===== config.mk =====
export PLATFORM = sky130hd
export DESIGN_NAME = snow64_bfloat16_arith_flat
export DESIGN_NICKNAME = d
export VERILOG_FILES = /design/src/rtl/snow64_bfloat16_arith_if.sv /design/src/rtl/snow64_bfloat16_arith.sv /design/src/flat_wrapper.sv
export SDC_FILE = /design/constraint.sdc
export NUM_CORES = 1
export LEC_CHECK = 0
export ABC_AREA = 1
export BUFFER_PORTS_ARGS = -buffer_cell sky130_fd_sc_hd__buf_4
export CAP_MARGIN = 20
export CORE_UTILIZATION = 55
export DETAILED_ROUTE_END_ITERATION = 8
export HOLD_SLACK_MARGIN = 0.05
export PLACE_DENSITY = 0.84
export SLEW_MARGIN = 20
export SYNTH_ARGS = -nofsm -noshare
export SYNTH_HDL_FRONTEND = slang
export SYNTH_SLANG_ARGS = --single-unit

===== constraint.sdc =====
create_clock -name clk -period 4.1 [get_ports clk]
set_input_delay 0.82 -clock clk [delete_from_list [all_inputs] [get_ports clk]]
set_output_delay 0.82 -clock clk [all_outputs]
set_load 0.02 [all_outputs]

===== src/rtl/snow64_bfloat16_arith_if.sv =====
// Command/result bundle between the FPU front end and a BFloat16 arithmetic unit.
// The front end drives start/a/b; the unit returns a one-cycle data_valid pulse with data.
interface snow64_bfloat16_arith_if;
    logic        start;
    logic [15:0] a;
    logic [15:0] b;
    logic        data_valid;
    logic        can_accept_cmd;
    logic [15:0] data;

    modport master (output start, a, b, input data_valid, can_accept_cmd, data);
    modport slave  (input start, a, b, output data_valid, can_accept_cmd, data);
endinterface


===== src/rtl/snow64_bfloat16_arith.sv =====
// Multi-cycle BFloat16 add / multiply / divide with truncating rounding and flush-to-zero.
// OP selects the datapath at elaboration: 1 = MUL, 2 = DIV, anything else = ADD.
module snow64_bfloat16_arith #(
    parameter logic [1:0] OP = 2'd0
) (
    input logic                    clk,
    input logic                    rst,
    snow64_bfloat16_arith_if.slave bus
);
    localparam logic [1:0] OP_MUL = 2'd1;
    localparam logic [1:0] OP_DIV = 2'd2;
    localparam logic [3:0] LAT_M1 = (OP == OP_MUL) ? 4'd2 : (OP == OP_DIV) ? 4'd11 : 4'd3;

    typedef enum logic {IDLE, BUSY} state_t;

    function automatic logic is_zero(input logic [7:0] e);
        return e == 8'h00;
    endfunction

    function automatic logic is_inf(input logic [7:0] e, input logic [6:0] f);
        return (e == 8'hFF) && (f == 7'h00);
    endfunction

    function automatic logic is_nan(input logic [7:0] e, input logic [6:0] f);
        return (e == 8'hFF) && (f != 7'h00);
    endfunction

    function automatic logic [7:0] mant_of(input logic [7:0] e, input logic [6:0] f);
        return (e == 8'h00) ? 8'h00 : {1'b1, f};
    endfunction

    // Saturate the biased exponent to inf / zero and apply the special-case overrides.
    function automatic logic [15:0] pack(input logic s, input logic signed [9:0] e,
                                         input logic [6:0] frac,
                                         input logic nan, input logic inf, input logic zero);
        if (nan)                        return 16'h7FC0;
        else if (inf || e > 10'sd254)   return {s, 8'hFF, 7'h00};
        else if (zero || e < 10'sd1)    return {s, 15'h0000};
        else                            return {s, e[7:0], frac};
    endfunction

    state_t      state, state_nxt;
    logic [3:0]  cnt, cnt_nxt;
    logic        accept, done;
    logic [15:0] a_p0, b_p0;
    logic [15:0] result;

    always_comb begin
        state_nxt = state;
        cnt_nxt   = cnt;
        accept    = 1'b0;
        done      = 1'b0;
        case (state)
            IDLE: begin
                if (bus.start) begin
                    accept    = 1'b1;
                    state_nxt = BUSY;
                    cnt_nxt   = LAT_M1;
                end
            end
            BUSY: begin
                if (cnt == 4'd0) begin
                    done      = 1'b1;
                    state_nxt = IDLE;
                end else begin
                    cnt_nxt = cnt - 4'd1;
                end
            end
        endcase
    end

    always_ff @(posedge clk or posedge rst) begin
        if (rst) begin
            state          <= IDLE;
            cnt            <= 4'd0;
            bus.data_valid <= 1'b0;
            bus.data       <= 16'h0000;
        end else begin
            state          <= state_nxt;
            cnt            <= cnt_nxt;
            bus.data_valid <= done;
            if (done) bus.data <= result;
        end
    end

    assign bus.can_accept_cmd = (state == IDLE);

    // Operand capture: held for the whole operation so a/b may change after the start edge.
    always_ff @(posedge clk) begin
        if (accept) begin
            a_p0 <= bus.a;
            b_p0 <= bus.b;
        end
    end

    if (OP == OP_MUL) begin : g_mul
        logic [7:0]        ma, mb;
        logic              s_p1, nan_p1, inf_p1, zero_p1;
        logic signed [9:0] e_p1;
        logic [8:0]        prod_p1;
        logic              s_p2, nan_p2, inf_p2, zero_p2;
        logic signed [9:0] e_p2;
        logic [6:0]        frac_p2;

        assign ma = mant_of(a_p0[14:7], a_p0[6:0]);
        assign mb = mant_of(b_p0[14:7], b_p0[6:0]);

        // Stage 1: product (top 9 bits of the 16-bit product), exponent sum, specials
        always_ff @(posedge clk) begin
            s_p1    <= a_p0[15] ^ b_p0[15];
            e_p1    <= $signed({2'b00, a_p0[14:7]}) + $signed({2'b00, b_p0[14:7]}) - 10'sd127;
            prod_p1 <= 9'(({8'h00, ma} * {8'h00, mb}) >> 7);
            nan_p1  <= is_nan(a_p0[14:7], a_p0[6:0]) | is_nan(b_p0[14:7], b_p0[6:0])
                     | (is_zero(a_p0[14:7]) & is_inf(b_p0[14:7], b_p0[6:0]))
                     | (is_inf(a_p0[14:7], a_p0[6:0]) & is_zero(b_p0[14:7]));
            inf_p1  <= is_inf(a_p0[14:7], a_p0[6:0]) | is_inf(b_p0[14:7], b_p0[6:0]);
            zero_p1 <= is_zero(a_p0[14:7]) | is_zero(b_p0[14:7]);
        end

        // Stage 2: normalise by at most one place
        always_ff @(posedge clk) begin
            s_p2    <= s_p1;
            nan_p2  <= nan_p1;
            inf_p2  <= inf_p1;
            zero_p2 <= zero_p1;
            if (prod_p1[8]) begin
                frac_p2 <= prod_p1[7:1];
                e_p2    <= e_p1 + 10'sd1;
            end else begin
                frac_p2 <= prod_p1[6:0];
                e_p2    <= e_p1;
            end
        end

        assign result = pack(s_p2, e_p2, frac_p2, nan_p2, inf_p2, zero_p2);
    end else if (OP == OP_DIV) begin : g_div
        logic [7:0]        ma, mb;
        logic              setup;
        logic [7:0]        rem;
        logic [8:0]        rem_sh;
        logic [10:0]       q;
        logic              s_d, nan_d, inf_d, zero_d;
        logic signed [9:0] e_d;
        logic signed [9:0] e_n;
        logic [6:0]        frac_n;

        assign ma     = mant_of(a_p0[14:7], a_p0[6:0]);
        assign mb     = mant_of(b_p0[14:7], b_p0[6:0]);
        assign setup  = (state == BUSY) && (cnt == LAT_M1);
        assign rem_sh = {rem, 1'b0};

        // Setup resolves the integer quotient bit; each later cycle adds one fraction bit.
        always_ff @(posedge clk) begin
            if (setup) begin
                s_d    <= a_p0[15] ^ b_p0[15];
                e_d    <= $signed({2'b00, a_p0[14:7]}) - $signed({2'b00, b_p0[14:7]}) + 10'sd127;
                nan_d  <= is_nan(a_p0[14:7], a_p0[6:0]) | is_nan(b_p0[14:7], b_p0[6:0])
                        | (is_zero(a_p0[14:7]) & is_zero(b_p0[14:7]))
                        | (is_inf(a_p0[14:7], a_p0[6:0]) & is_inf(b_p0[14:7], b_p0[6:0]));
                inf_d  <= is_inf(a_p0[14:7], a_p0[6:0])
                        | (is_zero(b_p0[14:7]) & ~is_zero(a_p0[14:7]));
                zero_d <= is_zero(a_p0[14:7]) | is_inf(b_p0[14:7], b_p0[6:0]);
                if (ma >= mb) begin
                    q   <= 11'd1;
                    rem <= ma - mb;
                end else begin
                    q   <= 11'd0;
                    rem <= ma;
                end
            end else if (rem_sh >= {1'b0, mb}) begin
                q   <= {q[9:0], 1'b1};
                rem <= 8'(rem_sh - {1'b0, mb});
            end else begin
                q   <= {q[9:0], 1'b0};
                rem <= rem_sh[7:0];
            end
        end

        always_comb begin
            if (q[10]) begin
                frac_n = q[9:3];
                e_n    = e_d;
            end else begin
                frac_n = q[8:2];
                e_n    = e_d - 10'sd1;
            end
        end

        assign result = pack(s_d, e_n, frac_n, nan_d, inf_d, zero_d);
    end else begin : g_add
        logic [7:0]        ma, mb;
        logic              a_big;
        logic [7:0]        e_big, e_small, m_big, m_small, diff;
        logic [3:0]        sh;
        logic [21:0]       wide;
        logic              s_p1, sub_p1, nan_p1, inf_p1;
        logic [7:0]        e_p1;
        logic [11:0]       big_p1, small_p1;
        logic              s_p2, nan_p2, inf_p2;
        logic [7:0]        e_p2;
        logic [12:0]       sum_p2;
        logic [3:0]        lz;
        logic              s_p3, nan_p3, inf_p3, zero_p3;
        logic signed [9:0] e_p3;
        logic [6:0]        frac_p3;

        assign ma = mant_of(a_p0[14:7], a_p0[6:0]);
        assign mb = mant_of(b_p0[14:7], b_p0[6:0]);

        always_comb begin
            a_big   = {a_p0[14:7], ma} >= {b_p0[14:7], mb};
            e_big   = a_big ? a_p0[14:7] : b_p0[14:7];
            e_small = a_big ? b_p0[14:7] : a_p0[14:7];
            m_big   = a_big ? ma : mb;
            m_small = a_big ? mb : ma;
            diff    = e_big - e_small;
            sh      = (diff > 8'd11) ? 4'd11 : diff[3:0];
            wide    = {m_small, 3'b000, 11'h000} >> sh;
        end

        // Stage 1: align smaller operand, 3 guard bits plus sticky
        always_ff @(posedge clk) begin
            s_p1     <= a_big ? a_p0[15] : b_p0[15];
            sub_p1   <= a_p0[15] ^ b_p0[15];
            nan_p1   <= is_nan(a_p0[14:7], a_p0[6:0]) | is_nan(b_p0[14:7], b_p0[6:0])
                      | (is_inf(a_p0[14:7], a_p0[6:0]) & is_inf(b_p0[14:7], b_p0[6:0])
                         & (a_p0[15] ^ b_p0[15]));
            inf_p1   <= is_inf(a_p0[14:7], a_p0[6:0]) | is_inf(b_p0[14:7], b_p0[6:0]);
            e_p1     <= e_big;
            big_p1   <= {m_big, 4'h0};
            small_p1 <= {wide[21:11], |wide[10:0]};
        end

        // Stage 2: magnitude add/subtract (big >= small, so no negative result)
        always_ff @(posedge clk) begin
            s_p2   <= s_p1;
            nan_p2 <= nan_p1;
            inf_p2 <= inf_p1;
            e_p2   <= e_p1;
            sum_p2 <= sub_p1 ? {1'b0, big_p1} - {1'b0, small_p1}
                             : {1'b0, big_p1} + {1'b0, small_p1};
        end

        always_comb begin
            lz = 4'd0;
            for (int i = 0; i < 12; i++) begin
                if (sum_p2[i]) lz = 4'(11 - i);
            end
        end

        // Stage 3: normalise right by one on carry, else left by leading-zero count
        always_ff @(posedge clk) begin
            nan_p3  <= nan_p2;
            inf_p3  <= inf_p2;
            zero_p3 <= (sum_p2 == 13'h0000);
            s_p3    <= s_p2 & (sum_p2 != 13'h0000);
            if (sum_p2[12]) begin
                frac_p3 <= 7'(sum_p2 >> 5);
                e_p3    <= $signed({2'b00, e_p2}) + 10'sd1;
            end else begin
                frac_p3 <= 7'((sum_p2 << lz) >> 4);
                e_p3    <= $signed({2'b00, e_p2}) - $signed({6'h00, lz});
            end
        end

        assign result = pack(s_p3, e_p3, frac_p3, nan_p3, inf_p3, zero_p3);
    end
endmodule


===== src/flat_wrapper.sv =====
// flat-port wrapper written by rule: the top's interface ports become plain ports
module snow64_bfloat16_arith_flat 
#(
    parameter logic [1:0] OP = 2'd0
)
  (clk, rst, bus_start, bus_a, bus_b, bus_data_valid, bus_can_accept_cmd, bus_data);
  snow64_bfloat16_arith_if bus_i ();
  input logic clk;
  input logic rst;
  input wire logic [$bits(bus_i.start)-1:0] bus_start;
  input wire logic [$bits(bus_i.a)-1:0] bus_a;
  input wire logic [$bits(bus_i.b)-1:0] bus_b;
  output wire logic [$bits(bus_i.data_valid)-1:0] bus_data_valid;
  output wire logic [$bits(bus_i.can_accept_cmd)-1:0] bus_can_accept_cmd;
  output wire logic [$bits(bus_i.data)-1:0] bus_data;
  assign bus_i.start = bus_start;
  assign bus_i.a = bus_a;
  assign bus_i.b = bus_b;
  assign bus_data_valid = bus_i.data_valid;
  assign bus_can_accept_cmd = bus_i.can_accept_cmd;
  assign bus_data = bus_i.data;
  snow64_bfloat16_arith #(.OP(OP)) u_core (.clk(clk), .rst(rst), .bus(bus_i));
endmodule

==> results of run 1 <==
-- state kept, by name (all words and copies together), names as in the netlist, 4 cells and up --
signal,cells
u_core.bus.data,16
u_core.g_add.sum_p2,13
u_core.cnt,4
u_core.g_add.e_p1,8
u_core.g_add.small_p1,12
u_core.g_add.frac_p3,7
u_core.g_add.big_p1,8
u_core.a_p0,16
u_core.b_p0,16
u_core.g_add.e_p3,10
u_core.g_add.e_p2,8
-- Yosys cell counts, drive strengths merged --
cell / count / area, sq um
nand3: 55 / 298
mux2i: 2 / 20.0
dfxtp: 77 / 1540
o22ai: 13 / 81.3
a22o: 2 / 17.5
nand4: 26 / 163
o211ai: 4 / 30.0
fa: 2 / 40.0
o21ai: 66 / 330
o31ai: 5 / 37.5
nor3: 6 / 35.0
clkbuf: 14 / 52.6
dfrtp: 22 / 551
buf: 8 / 56.3
a21oi: 28 / 144
and3: 1 / 6.26
and2: 1 / 6.26
nand2: 196 / 743
a211oi: 2 / 15.0
ha: 40 / 500
xor2: 16 / 140
nor4: 9 / 56.3
nor2: 58 / 223
edfxtp: 32 / 961
clkinv: 2 / 7.51
nand3b: 1 / 11.3
a22oi: 2 / 15.0
o21bai: 3 / 22.5
or2: 2 / 12.5
a211o: 1 / 8.76
a32o: 7 / 70.1
a2bb2oi: 6 / 52.6
or4: 1 / 7.51
o2111ai: 2 / 17.5
xnor2: 1 / 8.76
a31oi: 3 / 18.8
inv: 140 / 526
-- worst max-delay path, delay by kind of cell (launching register included) --
family	cells	cell delay [ns]
simple gates	24	2.72
fa+ha+maj	1	0.29
flops	1	0.42
buf+inv	7	0.98
-- stage by stage --
| stage | instances | hold slack [ns] | total power [W] | TNS, ns | worst slack (ns) |
|---|---|---|---|---|---|
| after detailed placement | 1079 | 0.312 | 0.00443 | -0.420 | -0.231 |
| after floorplan | 856 | 0.310 | 0.00378 | 0 | 0.286 |
| after global routing | 1130 | 0.328 | 0.00692 | -5.04 | -0.633 |
| after CTS | 1124 | 0.323 | 0.00624 | -0.0180 | -0.0180 |
| final | 1130 | 0.325 | 0.00650 | -2.23 | -0.375 |
| after global placement | 1079 | 0.311 | 0.00438 | 0 | 0.0128 |
-- power groups by stage --
stage | sequential (W) | combinational (W) | clock (W)
after floorplan | 0.00207 | 0.00171 | 0
after global placement | 0.00204 | 0.00234 | 0
after detailed placement | 0.00205 | 0.00238 | 0
after CTS | 0.00203 | 0.00262 | 0.00158
after global routing | 0.00209 | 0.00320 | 0.00163
final | 0.00204 | 0.00291 | 0.00156
-- cell type report --
type / instances / area share
flip-flops and latches: 131 / 0.350
clock inverters: 11 / 0.0175
multi-input cells: 562 / 0.402
inverters: 142 / 0.0619
well taps: 168 / 0.0241
clock buffers: 21 / 0.0540
repair buffers: 95 / 0.0906
-- worst paths after layout --
check / cells past startpoint / endpoint
hold / removal: 0 / u_core.g_add.e_p2[2]
max in group asynchronous: 2 / u_core.bus.data[7]
hold reg to reg: 0 / u_core.g_add.e_p2[2]
min in group asynchronous: 2 / u_core.cnt[0]
setup reg to reg: 32 / u_core.g_add.small_p1[4]
setup / recovery: 32 / u_core.g_add.small_p1[4]
-- logic make-up (layout without fill, tap and decap cells) --
kind of cell,Yosys count,after routing,share of synthesized area
buffers and inverters,164,269,0.0940
and+or+nand+nor,356,357,0.229
adders and majority gates,42,42,0.0792
muxes,2,2,0.00293
DFF,131,131,0.447
AOI/OAI and AO/OA,144,144,0.126
xor gates and xnor gates,17,17,0.0218
-- placed cells by master, fill, tap and decap left out, drive strengths merged, types with 3 or more instances in the layout --
cell type,instances
a21oi,28
o31ai,5
a31oi,3
o21bai,3
inv,141
nor2,58
buf,95
clkinv,6
dfxtp,77
nand3,56
o21ai,66
dfrtp,22
ha,40
xor2,16
clkinvlp,3
nor4,9
clkbuf,21
o22ai,13
edfxtp,32
a2bb2oi,6
nand4,26
bufinv,3
o211ai,4
a32o,7
nor3,6
nand2,196
-- routing by layer --
metal	up-vias	routed length (um)	GRT usage
met5	-	0	0
met4	0	742	0.141
met3	88	1170	0.0590
met2	339	8430	0.449
met1	2894	6570	0.284
li1	3033	-	-
-- timing repair --
action | CTS | global route
pin swaps | 23 | 38
resized for setup | 40 | 59
hold buffers | 0 | 0
endpoints found under the setup margin | 10 | 12
hold endpoints to repair | 0 | 0
gates cloned | 3 | 0
buffers inserted | 10 | 6
==> impl_metrics.ini, run 1 <==
[setup_path]
cp-start-kind = flop
end_kind = flop
crit_slowest_cell = edfxtp_1
critPathKind = flop to flop
arrival_ns = 4.82
crit_path_frequent_cell = nand2_1
r2r_slack_ns = -0.38
required_ns = 4.44
cp_max_fo = 7
startpoint = u_core.a_p0[12]
slowest_delay_ns = 0.42
reg2reg_from = u_core.a_p0[12]

[cts]
path_clk_slew_ns = 0.06
cts_buffers = 17
htree_levels = 4
root_buffer = clkbuf_16
clkSinkCount = 131
clock_latency_ns = 0.42
cts_tree = built
ctsLongestPathBuffers = 2

[route]
wl_per_cell_um = 15.0
drtIter0Drc = 686
dr_total_vias = 6354
ant_nets = 0
vias_per_cell = 5.62
first_pass_iters = 6
drcViolationCount = 0
drt_wl_total_um = 16900

[pwr]
pwr-share-comb = 0.447
p_seq_frac = 0.314
p_int_w = 0.00394
cellPowerDensity_nw_per_um2 = 746
power.net_switching_w = 0.00256
p_leak_nw = 4.14
vdd_drop_max_v = 0.000385
p_sw_frac = 0.394
clkPwrFrac = 0.240

[floorplan]
dieArea_sq_um = 12900
initial_core_util = 0.566
coreArea_sq_um = 12100
ios = 53
die_w_um = 113
rows = 40
die_h_um = 113

[synth]
syn-cell-area_sq_um = 6830
yosysSeqAreaShare = 0.447
syn_avg_cell_area_sq_um = 7.97
syn-instance-count = 856
synth_cell_types = 47
ys_seq_elements = 131
ys.warnings.count = 0
synth_nets = 933

[placement]
place_area_sq_um = 7530
routabilityCongestion = 0.989
numPortBuffers = 52
dp_hpwl_um = 11000

[grt]
grt_pass1_vias = 5812
grt_pass1_wl_um = 25700
gr-usage-all-layers = 0.255
grt_max_degree = 34
overflow = 0
antenna_found_initial = 0

[layout]
area_growth_pct = 27.7
final_util = 0.723
final_nets = 1026
diodes = 0
drive_above_1_share = 0.223
multi_input_area_sq_um = 3500
fin_area_sq_um = 8710
layout.area.seq_sq_um = 3050
nFillCells = 839

[sta]
hold_viol_final = 0
rsz0062_at_grt = yes
period_share = 1.09
layout_setup_ws_ns = -0.375
worstMarginPinSlew_ns = 0.785
skew_ns = 0.00820
maxSlewViolCount = 0
setup_violations = 12
slew-limit-headroom = 0.476
period_needed_ns = 4.48
fmax_ghz = 0.223

[status]
status = finished with violations
violations = setup timing

[run]
drv_cap = 0

[min_path]
hp-start = u_core.g_add.e_p1[2]
hold_class = flop to flop
Power figures use the tool's default switching activity.
==> run 2: changes to the inputs <==
Settings changed: BUFFER_PORTS_ARGS -buffer_cell sky130_fd_sc_hd__buf_4 to not set, CORE_UTILIZATION 55 to 58, DONT_BUFFER_PORTS set to 1, PLACE_DENSITY 0.84 to 0.83.
==> run 2 against run 1 <==
Compared with the run above: the flow still finishes with violations (setup timing); non-clock buffer count down 53; register-to-register slack better by 0.14 ns; power down 3.7%.
==> impl_metrics.ini, run 2 (synthesized netlist as in run 1, its figures left out) <==
[sta]
hold_viol_final = 0
maxSlewViolCount = 0
skew_ns = 0.00619
rsz0062_at_grt = yes
period_share = 1.06
layout_setup_ws_ns = -0.232
setup_violations = 5
fmax_ghz = 0.231
worstMarginPinSlew_ns = 0.765
period_needed_ns = 4.33
slew-limit-headroom = 0.489
setup_tns_ns = -0.572

[placement]
dp_hpwl_um = 10300
place_ws_ns = -0.0613
numPortBuffers = 0
place_area_sq_um = 7050
placed_cells = 995
routabilityCongestion = 1.01

[setup_path]
r2r_end = u_core.g_add.small_p1[0]
required_ns = 4.41
crit_path_frequent_cell = nand2_1
crit_path_end = u_core.g_add.small_p1[0]
critPathKind = flop to flop
reg2reg_from = u_core.a_p0[10]
r2r_slack_ns = -0.23
cp-start-kind = flop
slowest_delay_ns = 0.41
end_kind = flop
cp_top_family = simple AND/OR/NAND/NOR gates
cp_max_fo = 7
arrival_ns = 4.64
cp.depth = 34
startpoint = u_core.a_p0[10]
cp_num_buf_inv = 6
crit_slowest_cell = edfxtp_1
ff2ff_path_depth = 34

[floorplan]
die_h_um = 110
dieArea_sq_um = 12200
ios = 53
die_w_um = 110
initial_core_util = 0.595
rows = 39
coreArea_sq_um = 11500

[layout]
area_growth_pct = 20.5
diodes = 0
most-common-layout-cells = nand2_1 (151), inv_1 (135), dfxtp_1 (77), o21ai_0 (63), nor2_1 (47)
drive_above_1_share = 0.183
final_nets = 972
fin_area_sq_um = 8230
stdcell_count = 1051
top_regs = u_core.a_p0 (16), u_core.b_p0 (16), u_core.bus.data (16)
final_common_cell = nand2_1

[grt]
gr-usage-all-layers = 0.240
overflow = 0
grt_pass1_vias = 5326
grt_pass1_wl_um = 23500
grt_max_degree = 34
antenna_found_initial = 0

[cts]
clkSinkCount = 131
cts_buffers = 17
ctsLongestPathBuffers = 2
root_buffer = clkbuf_16
htree_levels = 4
cts_tree = built
path_clk_slew_ns = 0.06
clock_latency_ns = 0.42

[route]
ant_nets = 0
first_pass_iters = 5
drtIter0Drc = 644
drcViolationCount = 0
vias_per_cell = 5.97
wl_per_cell_um = 16.3
drt_wl_total_um = 17100
dr_total_vias = 6276

[status]
violations = setup timing
status = finished with violations

[min_path]
hold_class = flop to flop

[pwr]
cellPowerDensity_nw_per_um2 = 762
p_leak_nw = 3.87
vdd_drop_max_v = 0.000588

[run]
drv_cap = 0
## run 2: changes by cell type in the layout (fill, tap and decap cells not counted), sizes merged
cell | before | now
buf | 95 | 40
bufinv | 3 | 0
clkbuf | 21 | 22
clkinv | 6 | 4
clkinvlp | 3 | 4
inv | 141 | 146
nand3 | 56 | 55
## run 2: what timing repair did
action / in CTS / in global routing
hold buffers: 0 / 0
resized for setup: 9 / 104
buffers inserted: 2 / 20
hold endpoints to repair: 0 / 0
cloned: 0 / 2
pin swaps: 4 / 28
endpoints found under the setup margin: 2 / 12
## run 2: layer usage
metal | GRT usage | vias up | wire (um)
li1 | - | 2925 | -
met1 | 0.279 | 2842 | 6410
met2 | 0.403 | 400 | 8370
met4 | 0.132 | 0 | 900
met5 | 0 | - | 0
met3 | 0.0626 | 109 | 1450
## run 2: where the power goes
part | leakage, nW | total [W] | internal (W) | switching, W
sequential | 1.20 | 0.00214 | 0.00177 | 0.000378
combinational | 2.41 | 0.00270 | 0.00105 | 0.00166
clock | 0.268 | 0.00142 | 0.000829 | 0.000587
total | 3.87 | 0.00627 | 0.00364 | 0.00262
## run 2: worst min path at each step
stage / start / end / cells after the start
after detailed placement: u_core.g_add.e_p1[7] / u_core.g_add.e_p2[7] / 0
after global placement: u_core.g_add.e_p1[3] / u_core.g_add.e_p2[3] / 0
after CTS: u_core.g_add.inf_p2 / u_core.g_add.inf_p3 / 0
after floorplan: u_core.g_add.e_p1[0] / u_core.g_add.e_p2[0] / 0
final: u_core.g_add.s_p1 / u_core.g_add.s_p2 / 0
after global routing: u_core.g_add.e_p1[7] / u_core.g_add.e_p2[7] / 0
## run 2: worst reg2reg max path, delay by kind of cell, from the launching register on
kind          cells  cell delay, ns
simple gates     27            2.57
fa+ha+maj         1            0.29
buf+inv           6            0.95
flops             1            0.41
## run 2: cell type report
type	count	area (sq um)
Clock buffer	20	467
Clock inverter	12	96.3
Fill cell	728	3240
Inverter	142	541
Multi-Input combinational cell	561	3500
Sequential cell	131	3050
Tap cell	143	179
Timing Repair Buffer	42	389
## run 2: metrics by stage
step	hold WS [ns]	util	power, W
floorplan	0.310	-	0.00378
global placement	0.310	0.615	0.00420
detailed placement	0.312	0.615	0.00427
CTS	0.322	0.668	0.00575
global route	0.327	0.717	0.00666
finish	0.322	0.717	0.00627
